[src/rtl/seq_detector_param.sv]
// Serial bit-pattern detector with runtime-loadable pattern and don't-care mask,
// valid qualification, overlap/non-overlap matching and a saturating match counter.
module seq_detector_param #(
    parameter int unsigned       PAT_W       = 4,
    parameter int unsigned       CNT_W       = 8,
    parameter logic [PAT_W-1:0]  DEFAULT_PAT = PAT_W'(4'b1011)
) (
    input  logic             clk,
    input  logic             reset_i,
    input  logic             valid_i,
    input  logic             in_i,
    input  logic             overlap_i,
    input  logic             pat_load_i,
    input  logic [PAT_W-1:0] pat_i,
    input  logic [PAT_W-1:0] mask_i,
    input  logic             clr_cnt_i,
    output logic             detected_o,
    output logic             armed_o,
    output logic [CNT_W-1:0] match_cnt_o
);

    localparam int unsigned        FILL_W    = $clog2(PAT_W + 1);
    localparam logic [FILL_W-1:0]  FILL_FULL = FILL_W'(PAT_W);
    localparam logic [CNT_W-1:0]   CNT_MAX   = '1;

    typedef enum logic {
        S_FILL,
        S_ARMED
    } state_t;

    state_t            state;
    logic [PAT_W-1:0]  pat;
    logic [PAT_W-1:0]  mask;
    logic [PAT_W-1:0]  hist;
    logic [FILL_W-1:0] fill;

    logic [PAT_W-1:0]  nxt;
    logic [FILL_W-1:0] fill_inc;
    logic              beat;
    logic              hit;

    // A load takes priority over the stream, so a load cycle is never a beat.
    always_comb begin
        nxt      = {hist[PAT_W-2:0], in_i};
        fill_inc = (fill == FILL_FULL) ? FILL_FULL : fill + FILL_W'(1);
        beat     = valid_i && !pat_load_i;
        hit      = beat && (fill_inc == FILL_FULL) && (((nxt ^ pat) & mask) == '0);
    end

    always_ff @(posedge clk) begin
        if (reset_i) begin
            state       <= S_FILL;
            pat         <= DEFAULT_PAT;
            mask        <= '1;
            hist        <= '0;
            fill        <= '0;
            detected_o  <= 1'b0;
            match_cnt_o <= '0;
        end else begin
            detected_o <= hit;

            if (pat_load_i) begin
                pat   <= pat_i;
                mask  <= mask_i;
                hist  <= '0;
                fill  <= '0;
                state <= S_FILL;
            end else if (valid_i) begin
                if (hit && !overlap_i) begin
                    hist  <= '0;
                    fill  <= '0;
                    state <= S_FILL;
                end else begin
                    hist  <= nxt;
                    fill  <= fill_inc;
                    state <= (fill_inc == FILL_FULL) ? S_ARMED : S_FILL;
                end
            end

            // Clear wins over the old value but still counts a same-cycle match.
            if (clr_cnt_i) begin
                match_cnt_o <= hit ? CNT_W'(1) : '0;
            end else if (hit && (match_cnt_o != CNT_MAX)) begin
                match_cnt_o <= match_cnt_o + CNT_W'(1);
            end
        end
    end

    assign armed_o = (state == S_ARMED);

endmodule

[config.mk]
export PLATFORM = sky130hd
export DESIGN_NAME = seq_detector_param
export DESIGN_NICKNAME = d
export VERILOG_FILES = /design/src/rtl/seq_detector_param.sv
export SDC_FILE = /design/constraint.sdc
export NUM_CORES = 1
export LEC_CHECK = 0
export CAP_MARGIN = 20
export CELL_PAD_IN_SITES_DETAIL_PLACEMENT = 0
export CELL_PAD_IN_SITES_GLOBAL_PLACEMENT = 2
export CORE_ASPECT_RATIO = 1.4
export CORE_MARGIN = 5
export CORE_UTILIZATION = 32
export CTS_CLUSTER_SIZE = 30
export DETAILED_ROUTE_END_ITERATION = 12
export PLACE_DENSITY = 0.82
export SYNTH_ARGS = -nofsm -noshare
export SYNTH_HDL_FRONTEND = slang
export SYNTH_SLANG_ARGS = --single-unit
[constraint.sdc]
create_clock -name clk -period 3 [get_ports clk]
set_clock_uncertainty 0.05 [all_clocks]
set_input_delay 0.6 -clock clk [delete_from_list [all_inputs] [get_ports clk]]
set_output_delay 0.6 -clock clk [all_outputs]
set_load 0.02 [all_outputs]
==> impl_metrics.ini <==
[status]
status = finished, final reports clean

[clock_network]
postCtsHoldBufs = 0
path_clk_slew_ns = 0.08
cts_resized = 0
cts_max_level = 1
cts_buffer_depth = 2
cts_buffers = 3
cts_tree = built
cts_setup_buffers = 0
cts_root_buffer = clkbuf_8
cts.sinks = 24
clk_latency_ns = 0.27

[sta]
min_period_over_period = 0.7970
slew_headroom = 0.6807
setup_tns_ns = 0
hold_viol = 0
min_period_ns = 2.391
drv_slew = 0
tightest_slew_ns = 0.4771
rsz0062_at_grt = false
max_freq_ghz = 0.4182
finalSetupViolCount = 0
finalHoldWorstSlack_ns = 0.4403

[floorplanning]
dieHeight_um = 81.20
chipWidth_um = 60.86
num_rows = 26
dieArea_um2 = 4941
start_util = 0.3238
pin_count = 25
core_um2 = 3578

[synth]
syn_area_per_cell_um2 = 9.123
synth-seq-cells = 24
netlist_area_um2 = 1159
synth_nets = 145
synth_cells = 127
yosys_warnings = 0
synthDistinctLibCells = 34
ys_seq_area_frac = 0.4147

[setup_path]
crit_start = in_i
crit_path_end_kind = flop
reg2reg_to = match_cnt_o[7]
crit_path_end = match_cnt_o[7]
r2r_cells = 6
rrSetupSlack_ns = 0.76
r2r_start = fill[0]
cp_data_arrival_time_ns = 2.54
crit_fanout = 15
crit_path_start_kind = input port
required_ns = 3.15
crit_type = in2reg

[grt]
grt_pass1_wl_um = 4422
grt_pass1_vias = 980
antenna_found_initial = 0
grt_util_all_layers = 0.1150
grt-ovfl-total = 0
grt_max_degree = 18

[worst_hold_path]
hold_path.class = reg2reg
min-delay-start = fill[1]

[placed_design]
finalWeightedCongestion = 0.7342
io_buffers = 24
dp_hpwl_um = 2059

[power]
powerDensity_nw_per_um2 = 445.9
internal_power_uw = 541.3
clockPowerShare = 0.418
peakVddDrop_v = 0.0002503
p_sw_frac = 0.2022
power_switching_uw = 137.2
seq_power_share = 0.490
power_leakage_nw = 0.5377
comb_power_share = 0.092

[routing]
ant_nets = 0
finalWirelength_um = 2649
viasPerCell = 5.397
drc_errors = 0
num_vias = 1047
wl_per_cell_um = 13.65
drt_iter0_markers = 21
dr.pass1.iters = 4

[layout]
antenna_cells = 0
drive_above_1_share = 0.08553
nets = 171
synthToLayoutAreaGrowth_pct = 31.32

[run]
drv_cap = 0
routing by layer:
layer | share of wire | wire length [um] | vias up | track usage
met5 | 0 | 0 | - | 0
met4 | 0.0064 | 17 | 0 | 0.03905
met3 | 0.054 | 142 | 2 | 0.02544
met2 | 0.53 | 1393 | 21 | 0.2034
met1 | 0.41 | 1096 | 499 | 0.1326
li1 | - | - | 525 | -
area by class of cell:
| type | instances | area, um^2 |
|---|---|---|
| Fill cell | 368 | 2057 |
| Timing Repair Buffer | 27 | 262.8 |
| Tap cell | 42 | 52.55 |
| Clock inverter | 1 | 30.03 |
| Inverter | 3 | 11.26 |
| Sequential cell | 24 | 480.5 |
| Clock buffer | 3 | 41.29 |
| Multi-Input combinational cell | 94 | 643.1 |
how the worst min path moves through the flow:
stage,endpoint,slack [ns],cells after the start
6_report,fill[1],0.44,2
5_1_grt,fill[1],0.47,2
4_1_cts,fill[1],0.45,2
3_5_place_dp,fill[1],0.44,2
3_3_place_gp,fill[1],0.42,2
2_1_floorplan,fill[1],0.41,2
cell usage in the layout, fill, tap and decap left out, types with 2 or more instances in the layout:
cell and instances:
a211o_1 7, a21oi_1 8, a22oi_1 2, and4_1 3, buf_4 3, clkbuf_8 3
clkdlybuf4s50_1 24, dfxtp_1 24, ha_1 3, inv_1 2, mux2i_1 2, nand2_1 6
nand3_1 9, nand3b_1 4, nor2_1 7, nor2b_1 9, nor4_1 2, o21ai_0 7
o31ai_1 3, o41ai_1 2, or2_2 2, or4_1 4, xor2_1 4
cells by family after synthesis:
group,after synthesis,share of synthesized area
fa+ha+maj,3,0.03240
simple gates,52,0.2668
flops,24,0.4147
buf+inv,9,0.03023
compound gates,31,0.1911
mux,3,0.02700
xor+xnor,5,0.03780
Yosys cell counts:
library cell,count,area share
a211o_1,7,0.053
a21oi_1,8,0.035
a22oi_1,2,0.013
and3_1,1,0.0054
and4_1,3,0.023
and4b_1,1,0.0086
buf_1,1,0.0032
buf_2,1,0.0043
clkbuf_1,4,0.013
dfxtp_1,24,0.41
ha_1,3,0.032
inv_1,2,0.0065
inv_2,1,0.0032
mux2_2,1,0.0097
mux2i_1,2,0.017
nand2_1,6,0.019
nand2b_1,1,0.0054
nand3_1,9,0.039
nand3b_1,4,0.026
nand4_1,1,0.0054
nand4_2,1,0.011
nor2_1,7,0.023
nor2b_1,9,0.049
nor4_1,2,0.011
o21ai_0,7,0.030
o311ai_1,1,0.0076
o31ai_1,3,0.019
o31ai_4,1,0.018
o41ai_1,2,0.015
or2_2,2,0.011
or3_1,1,0.0054
or4_1,4,0.026
xnor2_1,1,0.0076
xor2_1,4,0.030
power by group through the flow:
stage	Clock [mW]	Combinational [mW]	Sequential, mW
CTS	0.296	0.0630	0.332
floorplan	0	0.0330	0.338
global route	0.304	0.0686	0.333
detailed placement	0	0.0626	0.340
global placement	0	0.0617	0.340
finish	0.284	0.0624	0.332
flip-flops by register name (all words and copies together), names as in the netlist:
name and count:
match_cnt_o 8, armed_o 1, mask 4, detected_o 1, hist 3, fill 3, pat 4
critical path, stage by stage:
cell	delay, ns
clkdlybuf4s50_1	0.44
xor2_1	0.16
a22oi_1	0.28
nand4_2	0.34
or4_1	0.57
a21oi_1	0.15
metrics by stage:
step	power, mW	setup slack [ns]	std cells	util	cell area (um^2)
floorplan	0.3715	1.159	127	-	1159
global placement	0.4015	0.4321	190	0.4052	1450
detailed placement	0.4025	0.3537	190	0.4052	1450
CTS	0.6914	0.6010	194	0.4252	1521
global route	0.7063	0.4736	194	0.4252	1521
finish	0.6785	0.6089	194	0.4252	1521
Power figures use the tool's default switching activity.
